--- config.mk ---
export PLATFORM = sky130hd
export DESIGN_NAME = div_seq_16
export DESIGN_NICKNAME = d
export VERILOG_FILES = /design/src/rtl/div_seq_16.sv
export SDC_FILE = /design/constraint.sdc
export NUM_CORES = 1
export LEC_CHECK = 0
export BUFFER_PORTS_ARGS = -buffer_cell sky130_fd_sc_hd__buf_2
export CORE_ASPECT_RATIO = 0.9
export CORE_MARGIN = 2
export CORE_UTILIZATION = 30
export CTS_CLUSTER_DIAMETER = 30
export DETAILED_ROUTE_END_ITERATION = 10
export PLACE_DENSITY = 0.6
export SETUP_SLACK_MARGIN = 0.1
export SYNTH_ARGS = -nofsm -noshare
export SYNTH_HDL_FRONTEND = slang
export SYNTH_SLANG_ARGS = --single-unit
--- constraint.sdc ---
create_clock -name clk -period 3.8 [get_ports clk]
set_input_delay 0.76 -clock clk [delete_from_list [all_inputs] [get_ports clk]]
set_output_delay 0.76 -clock clk [all_outputs]
set_load 0.1 [all_outputs]
--- src/rtl/div_seq_16.sv ---
// rtl/div_seq_16.sv - sequential restoring divider, 2N-bit dividend by N-bit divisor
//
// Purpose:
//   Divides an unsigned 2N-bit dividend by an unsigned N-bit divisor and
//   produces one quotient bit per clock. It flags divide-by-zero and quotient
//   overflow, which is when the quotient does not fit in N bits.
//
// Ports:
//   clk        in   1    rising-edge clock
//   rst        in   1    asynchronous, active-high reset
//   start      in   1    request; sampled only while idle
//   dividend   in   2N   numerator, captured when start is accepted
//   divisor    in   N    denominator, captured when start is accepted
//   busy       out  1    high whenever the FSM is not idle
//   done       out  1    one-cycle pulse; results are valid from this cycle on
//   quotient   out  N    registered quotient (all ones on error)
//   remainder  out  N    registered remainder (zero on error)
//   div_zero   out  1    divisor was zero
//   ovf        out  1    dividend[2N-1:N] >= divisor (also set on divide-by-zero)

module div_seq_16 #(
  parameter int N = 16
) (
  input  logic           clk,
  input  logic           rst,
  input  logic           start,
  input  logic [2*N-1:0] dividend,
  input  logic [N-1:0]   divisor,
  output logic           busy,
  output logic           done,
  output logic [N-1:0]   quotient,
  output logic [N-1:0]   remainder,
  output logic           div_zero,
  output logic           ovf
);

  localparam int CW = (N > 2) ? $clog2(N) : 1;

  typedef enum logic [1:0] {
    IDLE = 2'd0,
    CALC = 2'd1,
    DONE = 2'd2
  } state_t;

  state_t          state_q, state_d;
  logic [N-1:0]    rem_q, rem_d;
  logic [N-1:0]    q_q, q_d;
  logic [N-1:0]    dvs_q, dvs_d;
  logic [CW-1:0]   cnt_q, cnt_d;
  // The error path takes one DONE cycle with this flag set, then the pulse cycle.
  // That gives it a two-cycle latency while the FSM keeps only three states.
  logic            err_pend_q, err_pend_d;
  logic            err_dz_q, err_dz_d;
  logic            busy_q, busy_d;
  logic            done_q, done_d;
  logic [N-1:0]    quotient_q, quotient_d;
  logic [N-1:0]    remainder_q, remainder_d;
  logic            div_zero_q, div_zero_d;
  logic            ovf_q, ovf_d;

  // One restoring step.
  // The compare is N+1 bits wide, so the bit shifted out of rem is never lost.
  // The difference is always below the divisor, so N bits of the subtractor are enough.
  logic [N:0]      trial;
  logic            qbit;
  logic [N-1:0]    rem_step;
  logic [N-1:0]    q_step;

  always_comb begin
    trial    = {rem_q, q_q[N-1]};
    qbit     = (trial >= {1'b0, dvs_q});
    rem_step = qbit ? (trial[N-1:0] - dvs_q) : trial[N-1:0];
    q_step   = {q_q[N-2:0], qbit};
  end

  always_comb begin
    state_d     = state_q;
    rem_d       = rem_q;
    q_d         = q_q;
    dvs_d       = dvs_q;
    cnt_d       = cnt_q;
    err_pend_d  = err_pend_q;
    err_dz_d    = err_dz_q;
    done_d      = 1'b0;
    quotient_d  = quotient_q;
    remainder_d = remainder_q;
    div_zero_d  = div_zero_q;
    ovf_d       = ovf_q;

    unique case (state_q)
      IDLE: begin
        if (start) begin
          dvs_d = divisor;
          if ((divisor == '0) || (dividend[2*N-1:N] >= divisor)) begin
            state_d    = DONE;
            err_pend_d = 1'b1;
            err_dz_d   = (divisor == '0);
          end else begin
            state_d = CALC;
            rem_d   = dividend[2*N-1:N];
            q_d     = dividend[N-1:0];
            cnt_d   = CW'(N - 1);
          end
        end
      end

      CALC: begin
        rem_d = rem_step;
        q_d   = q_step;
        if (cnt_q == '0) begin
          state_d     = DONE;
          done_d      = 1'b1;
          quotient_d  = q_step;
          remainder_d = rem_step;
          div_zero_d  = 1'b0;
          ovf_d       = 1'b0;
        end else begin
          cnt_d = cnt_q - 1'b1;
        end
      end

      DONE: begin
        if (err_pend_q) begin
          err_pend_d  = 1'b0;
          done_d      = 1'b1;
          quotient_d  = '1;
          remainder_d = '0;
          div_zero_d  = err_dz_q;
          ovf_d       = 1'b1;
        end else begin
          state_d = IDLE;
        end
      end

      default: state_d = IDLE;
    endcase

    busy_d = (state_d != IDLE);
  end

  always_ff @(posedge clk or posedge rst) begin
    if (rst) begin
      state_q     <= IDLE;
      rem_q       <= '0;
      q_q         <= '0;
      dvs_q       <= '0;
      cnt_q       <= '0;
      err_pend_q  <= 1'b0;
      err_dz_q    <= 1'b0;
      busy_q      <= 1'b0;
      done_q      <= 1'b0;
      quotient_q  <= '0;
      remainder_q <= '0;
      div_zero_q  <= 1'b0;
      ovf_q       <= 1'b0;
    end else begin
      state_q     <= state_d;
      rem_q       <= rem_d;
      q_q         <= q_d;
      dvs_q       <= dvs_d;
      cnt_q       <= cnt_d;
      err_pend_q  <= err_pend_d;
      err_dz_q    <= err_dz_d;
      busy_q      <= busy_d;
      done_q      <= done_d;
      quotient_q  <= quotient_d;
      remainder_q <= remainder_d;
      div_zero_q  <= div_zero_d;
      ovf_q       <= ovf_d;
    end
  end

  assign busy      = busy_q;
  assign done      = done_q;
  assign quotient  = quotient_q;
  assign remainder = remainder_q;
  assign div_zero  = div_zero_q;
  assign ovf       = ovf_q;

endmodule

---- Word-level counts from Yosys, hierarchy flattened ----
Cells that the tools add are included.
storage, ports and cells
  word-level logic and storage cells ...... 72
  register bits after elaboration ......... 92
  output and inout bits ................... 36
operators by class
  equal/unequal tests ..................... 8
  magnitude comparators ................... 2
  reduce and logical (&&, ||, !) cells .... 14
  add/subtract/negate cells ............... 2
  muxes and demuxes ....................... 33
operator list
  operator                                             count
  two-way mux 16 bit                                   9
  one-hot mux 16 bit (2 select lines)                  4
  >= comparator 17 x 16 -> 1 bit                       1
  >= comparator 16 bit                                 1
  logical NOT 16 bit                                   1
  subtractor 16 bit                                    1
  two-way mux 4 bit                                    3
  != test 2 bit, second input constant                 6
  AND reduction 3 bit                                  4
  two-way mux 2 bit                                    4
  one-hot mux 1 bit (2 select lines)                   4
  one-hot mux 4 bit (2 select lines)                   1
  nonzero test 2 bit                                   4
  two-way mux 1 bit                                    7
  one-hot mux 2 bit (3 select lines)                   1
  logical NOT 4 bit                                    1
  AND reduction 4 bit                                  1
  subtractor 4 x 1 -> 4 bit, second input constant     1
  equality test 2 x 1 -> 1 bit, second input constant  1
  equality test 2 bit, second input constant           1
  logical NOT 2 bit                                    1
  AND reduction 2 bit                                  1
  logical OR 1 bit                                     1

---- Depth between registers and ports, before layout ----
  word-level depth ........................ 6
  depth in mapped cells ................... 13

---- Worst setup path after synthesis ----
Ideal clock, no wire load.
  path type ............................... input to register
  from .................................... input port dividend[16]
  to ...................................... register cnt_q[3]
  data required time ...................... 3679 ps
  stages .................................. 11
  path slack .............................. 843 ps
  data arrival time ....................... 2836 ps
  cell sequence ........................... inv_1 ha_1 nand2b_1 a21o_1 a211o_1 o2111ai_1 a21oi_1 o32a_1 buf_2 or3_1 a22o_1
on the way
  word-level cells in the longest chain between the ends .. 4
ends and longest elaborated chain
  element                               line  RTL
  from (decl)                           27    input logic [2*N-1:0] dividend,
  >= comparator 16 bit                  94    if ((divisor == '0) || (dividend[2*N-1:N] >= divisor)) begin
  logical OR 1 bit                      94
  != test 2 bit (no source line)        -
  AND reduction 4 bit (no source line)  -
  to (signal assigned)                  161   cnt_q <= cnt_d;
  to (decl)                             49    logic [CW-1:0] cnt_q, cnt_d;
No other way between the ends.
A chain may end at the register's enable or synchronous reset.

---- Worst setup path in the final report ----
  from .................................... register q_q[15]
  to ...................................... register rem_q[12]
on the way
  word-level cells in the longest chain between the ends .. 3
ends and longest elaborated chain
  element                                                              line    RTL
  from (decl)                                                          47      logic [N-1:0] q_q, q_d;
  from (signal assigned)                                               159     q_q <= q_d;
  subtractor 16 bit or >= comparator 17 x 16 -> 1 bit (tied branches)  72, 71
  two-way mux 16 bit *                                                 72      rem_step = qbit ? (trial[N-1:0] - dvs_q) : trial[N-1:0];
  one-hot mux 16 bit (2 select lines) *                                90      unique case (state_q)
  to (signal assigned)                                                 158     rem_q <= rem_d;
  to (decl)                                                            46      logic [N-1:0] rem_q, rem_d;
Mark *: on every way between the ends. The rest lies on a longest branch, timed or not.

==> flow_metrics.env <==
export IMPL_crit_start="q_q[15]"
export IMPL_min_period_ns=2.96
export IMPL_most_common_layout_cells="92 x dfrtp_1, 86 x buf_2, 83 x nand2_1"
export IMPL_portBuffers=86
export IMPL_cts_htree_levels=3
export IMPL_cts_buffers=9
export IMPL_setup_viol=0
export IMPL_maxSlewViolCount=0
export IMPL_ys_flop_type="dfrtp_1"
export IMPL_totalWireLength_mm=13.8
export IMPL_syn_to_final_growth_pct=18.6
export IMPL_routedWlPerCell_um=15.3
export IMPL_syn_area_um2=5330
export IMPL_syn_nets=665
export IMPL_hold_viol=0
export IMPL_fin_ws_ns=0.836
export IMPL_hpwl_mm=10.5
export IMPL_layout_commonest_cell="dfrtp_1"
export IMPL_synth_edf_count=0
export IMPL_grt_ovfl_total=0
export IMPL_cp_start_kind="flop"
export IMPL_path_max_fanout=3
export IMPL_maxCapViolCount=0
export IMPL_fp_row_count=46
export IMPL_grt_total_usage_pct=15.4
export IMPL_antenna_cells=0
export IMPL_p_leak_nw=3.06
export IMPL_drc=0
export IMPL_synth_distinct_cells=54
export IMPL_clk_pin_slew_ns=0.07
export IMPL_finalPower_mw=6.26
export IMPL_route_vias_total=4307
export IMPL_cts_tree="done"
export IMPL_fin_crit_sh_pct=78.0
export IMPL_ys_warn_count=0
export IMPL_worstPathRequired_ns=4.05
export IMPL_die_height_um=130
export IMPL_cts_resized=0
export IMPL_core_area_um2=17500
export IMPL_grt_pass1_wl_mm=22.5
export IMPL_drive_gt1_share_pct=19.8
export IMPL_hp_start="quotient[15]"
export IMPL_synth_seq_cells=92
export IMPL_n_fill_cell=1856
export IMPL_slew_headroom_pct=39.7
export IMPL_pre_cts_ws_ns=0.493
export IMPL_syn_instance_count=576
export IMPL_setup_tns_ns=0
export IMPL_hold_buffers=0
export IMPL_cts_root_buf="clkbuf_16"
export IMPL_start_util_pct=30.4
export IMPL_async_flop_share_pct=100
export IMPL_worstPathArrival_ns=3.21
export IMPL_cts_setup_buffers=0
export IMPL_drtIter0Drc=242
export IMPL_grt_max_degree=93
export IMPL_worstMarginPinSlew_ns=0.905
export IMPL_finalInstanceArea_um2=6310
export IMPL_finalNetCount=745
export IMPL_peakVddDrop_mv=0.410
export IMPL_drtAntennaViolNets=0
export IMPL_instances_no_fill=901
export IMPL_first_pass_iters=4
export IMPL_post_route_util_pct=36.1
export IMPL_clock_fmax_ghz=0.337
export IMPL_clock_skew_final_ns=0.0121
export IMPL_grt_setup_unrepaired="false"
export IMPL_ys_seq_area_share_pct=43.2
export IMPL_r2r_start="q_q[15]"
export IMPL_antenna_found_initial=0
export IMPL_io_pins=87
export IMPL_dieArea_um2=18800
export IMPL_grt_pass1_vias=4128
export IMPL_clkSinkCount=92
export IMPL_drt_vias_per_instance=4.78
export IMPL_p_per_area_nw_per_um2=991
export IMPL_dp_cells=885
export IMPL_worst_hold_slack_ns=0.461
export IMPL_place_area_um2=6030
export IMPL_hp_class="flop to flop"
export IMPL_clock_path_buffers=2
export IMPL_place_congestion=0.858
export IMPL_status="complete, no violations"
export IMPL_avgSynthCellArea_um2=9.24
export IMPL_criticalPathCategory="flop to flop"
export IMPL_die_w_um=144
export IMPL_cp_end_kind="flop"
export IMPL_worstSkewPairLatency_ns=0.36
-- kinds of logic (layout without fill, tap and decap cells) --
family / after synthesis / after routing / synth area share, %
buf+inv: 72 / 157 / 5.73
mux: 31 / 31 / 5.85
simple gates: 155 / 155 / 12.7
compound gates: 175 / 175 / 21.3
xor+xnor: 13 / 13 / 2.14
flops: 92 / 92 / 43.2
fa+ha+maj: 38 / 38 / 9.07
-- layer usage --
layer | GRT usage, % | wire length [µm] | vias up
li1 | - | - | 2207
met1 | 23.9 | 7230 | 1993
met2 | 21.7 | 5600 | 94
met3 | 2.19 | 726 | 13
met4 | 5.54 | 209 | 0
met5 | 0 | 0 | -
-- flip-flops by register name, summed over array words and instances, names as in the netlist, 2 cells and up --
register,cells
dvs_q,16
q_q,16
quotient,16
rem_q,16
remainder,16
cnt_q,4
state_q,2
-- worst paths after layout --
kind	end	slack (ns)	cells past startpoint
setup reg to reg	rem_q[12]	0.84	12
min in group asynchronous	quotient[14]	0.51	3
setup / recovery	rem_q[12]	0.84	12
hold reg to reg	quotient[15]	0.46	2
hold / removal	quotient[15]	0.46	2
max in group asynchronous	dvs_q[3]	2.88	3
-- worst max-delay path, stage by stage, from the launching register on --
cell and delay [ns]:
dfrtp_1 0.39, inv_1 0.11, ha_1 0.18, inv_1 0.06, fa_1 0.42, a211oi_1 0.33, o21ai_0 0.24, a31oi_1 0.32
o21ai_0 0.14, xor2_1 0.17, mux2i_1 0.22, a211oi_1 0.11, a21o_1 0.17
-- Yosys cell counts (2+ instances only) --
library cell	n	area, µm²
a2111oi_0	2	17.5
a211o_1	2	17.5
a211oi_1	11	82.6
a211oi_2	6	75.1
a21boi_0	2	15.0
a21o_1	18	135
a21oi_1	28	140
a22o_1	3	26.3
a31o_2	2	17.5
a31oi_1	2	12.5
buf_2	3	15.0
buf_6	2	22.5
clkbuf_1	22	82.6
dfrtp_1	92	2300
ha_1	37	463
inv_1	43	161
mux2i_1	30	300
nand2_1	83	312
nand2b_1	2	12.5
nand3_1	5	25.0
nand3b_1	2	15.0
nand4_1	9	56.3
nor2_1	32	120
nor2b_1	2	12.5
nor3_1	5	25.0
nor4_1	6	37.5
o2111ai_1	2	17.5
o211ai_1	3	22.5
o21a_1	3	22.5
o21ai_0	74	370
o21bai_1	2	15.0
o22a_1	5	43.8
o32ai_1	2	17.5
or2_2	2	12.5
or3_1	2	12.5
xnor2_1	8	70.1
xor2_1	5	43.8
-- power by group --
group | switching [mW] | internal [mW]
Clock | 0.417 | 0.456
Sequential | 0.238 | 1.33
Combinational | 2.44 | 1.38
Total | 3.10 | 3.16
-- final cells by class --
type	instances	area (µm²)	area share, %
Clock buffer	10	229	3.63
Tap cell	240	300	4.76
Timing Repair Buffer	97	526	8.32
Inverter	44	166	2.64
Multi-Input combinational cell	412	2730	43.3
Clock inverter	6	58.8	0.931
Sequential cell	92	2300	36.5
No activity file was read; power rests on OpenSTA's default activity.
